## config.mk

```make
export PLATFORM = sky130hd
export DESIGN_NAME = aes128_line_packer
export DESIGN_NICKNAME = d
export VERILOG_FILES = /design/src/rtl/aes128_pkg.sv /design/src/rtl/aes128_line_fifo.sv /design/src/rtl/aes128_line_packer.sv
export SDC_FILE = /design/constraint.sdc
export NUM_CORES = 2
export LEC_CHECK = 0
export BUFFER_PORTS_ARGS = -buffer_cell sky130_fd_sc_hd__buf_2
export CORE_UTILIZATION = 25
export CTS_CLUSTER_DIAMETER = 100
export DETAILED_ROUTE_END_ITERATION = 12
export PLACE_DENSITY = 0.4
export RECOVER_POWER = 100
export SYNTH_ARGS = -nofsm -noshare
export SYNTH_HDL_FRONTEND = slang
export SYNTH_SLANG_ARGS = --single-unit
```

## constraint.sdc

```tcl
create_clock -name clk -period 104.5 [get_ports clk]
set_input_delay 10.45 -clock clk [delete_from_list [all_inputs] [get_ports clk]]
set_output_delay 10.45 -clock clk [all_outputs]
set_load 0.005 [all_outputs]
```

## src/rtl/aes128_pkg.sv

```systemverilog
// Shared types and constants for the AES-128 AFU datapath.
package aes128_pkg;

    localparam int AES_BLOCK_W         = 128;
    localparam int AES_BLOCKS_PER_LINE = 4;
    localparam int CL_LINE_W           = AES_BLOCK_W * AES_BLOCKS_PER_LINE;

    typedef logic [127:0] t_aes_block;
    typedef logic [511:0] t_cl_line;

endpackage

```

## src/rtl/aes128_line_fifo.sv

```systemverilog
// Generic synchronous first-word-fall-through FIFO.
// The caller guarantees push only when !full or a pop happens in the same
// cycle, and pop only when !empty. pop_data shows the head entry and reads
// as zero while the FIFO is empty.
module aes128_line_fifo #(
    parameter int WIDTH = 512,
    parameter int DEPTH = 8
) (
    input  logic                         clk,
    input  logic                         reset,
    input  logic                         push,
    input  logic [WIDTH-1:0]             push_data,
    input  logic                         pop,
    output logic [WIDTH-1:0]             pop_data,
    output logic [$clog2(DEPTH+1)-1:0]   count,
    output logic                         empty,
    output logic                         full
);

    localparam int PW = $clog2(DEPTH);
    localparam int CW = $clog2(DEPTH+1);

    logic [WIDTH-1:0] mem [DEPTH];
    logic [PW-1:0]    wr_ptr;
    logic [PW-1:0]    rd_ptr;

    assign empty    = (count == '0);
    assign full     = (count == CW'(DEPTH));
    assign pop_data = empty ? '0 : mem[rd_ptr];

    // Storage array: no reset so it can map onto distributed RAM.
    always_ff @(posedge clk) begin
        if (push) begin
            mem[wr_ptr] <= push_data;
        end
    end

    // Pointers wrap naturally; occupancy alone distinguishes full from empty.
    always_ff @(posedge clk or posedge reset) begin
        if (reset) begin
            wr_ptr <= '0;
            rd_ptr <= '0;
            count  <= '0;
        end else begin
            if (push) begin
                wr_ptr <= wr_ptr + PW'(1);
            end
            if (pop) begin
                rd_ptr <= rd_ptr + PW'(1);
            end
            case ({push, pop})
                2'b10:   count <= count + CW'(1);
                2'b01:   count <= count - CW'(1);
                default: count <= count;
            endcase
        end
    end

endmodule

```

## src/rtl/aes128_line_packer.sv

```systemverilog
// Packs 128-bit cipher blocks into 512-bit cache lines and buffers them.
// Handshake: valid_in has no ready (every valid block is taken); a line moves
// out on any cycle where line_valid && line_ready, and line_out holds steady
// while line_valid is high and line_ready is low.
module aes128_line_packer
    import aes128_pkg::*;
#(
    parameter int LINE_DEPTH     = 8,
    parameter int ALMFULL_MARGIN = 2
) (
    input  logic                              clk,
    input  logic                              reset,
    input  logic [127:0]                      data_in,
    input  logic                              valid_in,
    input  logic                              flush_in,
    output logic [511:0]                      line_out,
    output logic                              line_valid,
    input  logic                              line_ready,
    output logic                              almost_full,
    output logic [$clog2(LINE_DEPTH+1)-1:0]   line_count,
    output logic                              overflow_err
);

    localparam int CW     = $clog2(LINE_DEPTH+1);
    localparam int LANE_W = $clog2(AES_BLOCKS_PER_LINE);

    logic [LANE_W-1:0] lane_idx;
    t_cl_line          staging;
    t_cl_line          line_next;
    logic              push_req;
    logic              do_push;
    logic              do_pop;
    logic              fifo_empty;
    logic              fifo_full;
    logic [CW-1:0]     count_next;
    logic              almost_full_next;

    // Staging line with the incoming block merged into its lane.
    always_comb begin
        line_next = staging;
        for (int i = 0; i < AES_BLOCKS_PER_LINE; i++) begin
            if (valid_in && lane_idx == LANE_W'(i)) begin
                line_next[i*AES_BLOCK_W +: AES_BLOCK_W] = data_in;
            end
        end
    end

    // A line completes on the last lane, or on flush when anything is staged.
    assign push_req = (valid_in && lane_idx == LANE_W'(AES_BLOCKS_PER_LINE-1)) ||
                      (flush_in && (valid_in || lane_idx != '0));
    assign line_valid = !fifo_empty;
    assign do_pop     = line_valid && line_ready;
    assign do_push    = push_req && (!fifo_full || do_pop);

    // Occupancy after this cycle, used to register the throttle flag.
    always_comb begin
        count_next = line_count;
        if (do_push && !do_pop) begin
            count_next = line_count + CW'(1);
        end else if (!do_push && do_pop) begin
            count_next = line_count - CW'(1);
        end
    end

    assign almost_full_next = (LINE_DEPTH - int'(count_next)) <= ALMFULL_MARGIN;

    // Lane accumulator: clearing on push zero-fills lanes a flush leaves unused.
    always_ff @(posedge clk or posedge reset) begin
        if (reset) begin
            lane_idx <= '0;
            staging  <= '0;
        end else if (push_req) begin
            lane_idx <= '0;
            staging  <= '0;
        end else if (valid_in) begin
            lane_idx <= lane_idx + LANE_W'(1);
            staging  <= line_next;
        end
    end

    // Registered throttle flag and sticky drop indicator.
    always_ff @(posedge clk or posedge reset) begin
        if (reset) begin
            almost_full  <= 1'b0;
            overflow_err <= 1'b0;
        end else begin
            almost_full <= almost_full_next;
            if (push_req && !do_push) begin
                overflow_err <= 1'b1;
            end
        end
    end

    aes128_line_fifo #(
        .WIDTH (CL_LINE_W),
        .DEPTH (LINE_DEPTH)
    ) u_line_fifo (
        .clk       (clk),
        .reset     (reset),
        .push      (do_push),
        .push_data (line_next),
        .pop       (do_pop),
        .pop_data  (line_out),
        .count     (line_count),
        .empty     (fifo_empty),
        .full      (fifo_full)
    );

endmodule

```

==> results.json <==
{
  "ant_nets": 0,
  "drv_slew": 7182,
  "cts_buffers": 548,
  "p_sw_share_pct": 33.2,
  "maxCapViolations": 169,
  "hold_viol": 0,
  "hold_buffers": 0,
  "die-area_um2": 716000,
  "crit_top_cell": "clkbuf_1",
  "stdcell_count": 19177,
  "synthSimpleGateAreaFrac_pct": 2.99,
  "drtIter0Drc": 6102,
  "io_buffer_count": 651,
  "powerDensity_nw_per_um2": 31.4,
  "cts_setup_buffers": 0,
  "outcome": "finished, violations left",
  "dp.cells": 18140,
  "hpwl_um": 283000,
  "synth_top_family_by_area": "multiplexers",
  "rows": 309,
  "seq_area_um2": 136000,
  "rsz0062_at_grt": "no",
  "ioPinCount": 652,
  "worst_pin_slew_ns": 9.77,
  "viasPerCell": 4.44,
  "yosysSeqAreaShare_pct": 76.4,
  "synth_area_leader_cell": "edfxtp_1",
  "synth_area_per_cell_um2": 21.6,
  "p_leak_nw": 71.4,
  "clock-sinks": 4622,
  "max_freq_mhz": 31.9,
  "violations": "capacitance limit, slew limit",
  "path_cells": "clkbuf_1, clkbuf_1, clkbuf_1, clkbuf_1, clkbuf_1, mux4_2, mux2i_1, nor2_1, clkbuf_1",
  "synthMostInstantiatedCell": "edfxtp_1",
  "synth-seq-cells": 4622,
  "hp-start": "staging[415]$_DFFE_PP0P_",
  "max_stage_delay_ns": 5.51,
  "wl_per_cell_um": 27.0,
  "period_needed_ns": 31.39,
  "ir_worst_vdd_v": 0.0000257,
  "cp_num_buf_inv": 6,
  "holdPathStages": 1,
  "synth_warnings": 0,
  "grt_max_degree": 117,
  "final_util_pct": 29.6,
  "synth_ff_type": "edfxtp_1",
  "vias": 85232,
  "die_h_um": 846,
  "reg2reg_from": "u_line_fifo.count[0]$_DFFE_PP0P_",
  "clock_latency_ns": 1.08,
  "cts.reportedPaths.clkPinSlew_ns": 0.06,
  "cp-start-kind": "flip-flop",
  "hold_end": "staging[415]$_DFFE_PP0P_",
  "pwr-share-seq_pct": 38.9,
  "cts-root-buf": "clkbuf_16",
  "overflow": 0,
  "cts_resized": 0,
  "setup_viol": 0,
  "fill_cells": 69635,
  "multiInputGateArea_um2": 39700,
  "finalSetupTns_ns": 0,
  "rr_endpoint": "u_line_fifo.mem[7][44]$_DFFE_PP_",
  "r2r_cells": 11,
  "power.switching_mw": 2.19,
  "worstHoldPathType": "flip-flop to flip-flop",
  "cts_tree": "done",
  "wirelength_um": 517000,
  "area_growth_pct": 17.7,
  "reg2reg_slack_ns": 84.19,
  "async_flop_share_pct": 11.4,
  "grt_pass1_wl_um": 726000,
  "critPathMaxFanout": 111,
  "p_comb_share_pct": 32.1,
  "synth_compound_area_share_pct": 0.0611,
  "synth_nets": 8405,
  "drive_above_1_share_pct": 21.3,
  "fin_nets": 9352,
  "track_usage_pct": 14.1,
  "path_delay_family": "buffers and inverters",
  "cts_max_level": 6,
  "synth_cells": 8258,
  "endpoint_kind": "output pin",
  "synthXorXnorAreaFrac_pct": 0.0492,
  "synthTopCellsByArea": "edfxtp_1 69%, mux4_2 13%, dfrtp_1 7.4%",
  "start_util_pct": 25.1,
  "clock_skew_ns": 0.0677,
  "synth_fa_ha_area_share_pct": 0.0983,
  "synth_edf_count": 4096,
  "cp_data_required_time_ns": 94.05,
  "cts_buffer_depth": 4,
  "synth_area_um2": 178000,
  "drtPass1Iterations": 5,
  "crit_type": "flip-flop to output pin",
  "synth.area.mux_share_pct": 19.1,
  "slew_headroom_pct": -552,
  "core_um2": 709000,
  "grt_antenna_before_repair": 90,
  "dieWidth_um": 846,
  "synth_top_area_share_pct": 69.0,
  "ys_types": 35,
  "synthTopCellsByCount": "4,096 x edfxtp_1, 1,024 x mux4_2, 526 x dfrtp_1",
  "p_clk_share_pct": 29.0,
  "grt_pass1_vias": 92183,
  "drc": 0,
  "cp_slowest_cell": "clkbuf_1",
  "p_int_mw": 4.39,
  "cp.arrival_ns": 20.94,
  "place_congestion": 0.700,
  "fin_crit_sh_pct": 30.0
}
==> cells in the final DEF (no fill, tap or decap), types with 83 or more instances in the layout <==
master and n:
mux2i_1 514, mux4_2 1024, clkbuf_16 553, nor2b_1 451, nor2_1 519, clkbuf_1 795
dfrtp_1 524, edfxtp_1 4096, clkinv_2 83, mux2_1 512, buf_2 158
==> worst register-to-register path, cell delays in order (launching register included) <==
cell and delay (ns):
dfrtp_1 0.50, inv_1 0.15, ha_1 0.39, nor4bb_1 0.24, nor2b_1 0.18, clkbuf_1 0.56, nand2_1 0.25, nor2_1 1.75
clkbuf_1 2.68, clkbuf_1 2.62, clkbuf_1 2.93, clkbuf_1 7.02
==> registers in the layout (all words and copies together), names as in the netlist <==
name                flops
lane_idx                2
staging               512
overflow_err            1
u_line_fifo.rd_ptr      3
u_line_fifo.wr_ptr      3
almost_full             1
u_line_fifo.mem      4096
u_line_fifo.count       4
==> per-stage QoR <==
step           setup slack (ns)  instance area [µm²]  hold slack (ns)  total power [mW]
2_1_floorplan             54.30               178000            0.451              4.07
3_3_place_gp              86.52               193000            0.477              4.73
3_5_place_dp              86.50               193000            0.479              4.76
4_1_cts                   85.30               211000            0.496              6.69
5_1_grt                   71.65               210000            0.511              6.90
6_report                  73.11               210000            0.496              6.58
==> layer usage <==
metal  share of wire (%)  track usage, %
met2                  49            23.8
met1                  44            18.9
met3                 4.5            2.15
met5               0.010               0
met4                 2.5            3.60
==> worst max path at each step <==
| stage | start | to | slack (ns) | cells past startpoint |
|---|---|---|---|---|
| after floorplan | valid_in | u_line_fifo.mem[2][0]$_DFFE_PP_ | 54.30 | 7 |
| after global placement | u_line_fifo.rd_ptr[0]$_DFFE_PP0P_ | line_out[194] | 86.52 | 10 |
| after detailed placement | u_line_fifo.rd_ptr[0]$_DFFE_PP0P_ | line_out[194] | 86.50 | 10 |
| after CTS | u_line_fifo.rd_ptr[0]$_DFFE_PP0P_ | line_out[194] | 85.30 | 10 |
| after global routing | u_line_fifo.rd_ptr[1]$_DFFE_PP0P_ | line_out[295] | 71.65 | 9 |
| final | u_line_fifo.rd_ptr[1]$_DFFE_PP0P_ | line_out[167] | 73.11 | 9 |
==> final cells by class <==
type,instances,area share (%)
clock buffers,774,7.28
flip-flops and latches,4622,64.9
repair buffers,863,1.76
inverters,13,0.0239
diodes,22,0.0262
multi-input cells,3157,18.9
clock inverters,241,1.40
well taps,9485,5.66
==> power groups by stage <==
stage	combinational, mW	clock (mW)	sequential (mW)
6_report	2.11	1.91	2.56
3_5_place_dp	2.20	0	2.56
5_1_grt	2.28	2.03	2.59
4_1_cts	2.20	1.96	2.53
3_3_place_gp	2.18	0	2.55
2_1_floorplan	1.23	0	2.84
==> logic make-up after synthesis <==
kind of cell	Yosys count
DFF	4622
muxes	2052
and+or+nand+nor	1062
buffers and inverters	479
AOI/OAI and AO/OA	19
adders and majority gates	14
xor gates and xnor gates	10
Note: power is estimated with default switching activity, not from simulation.
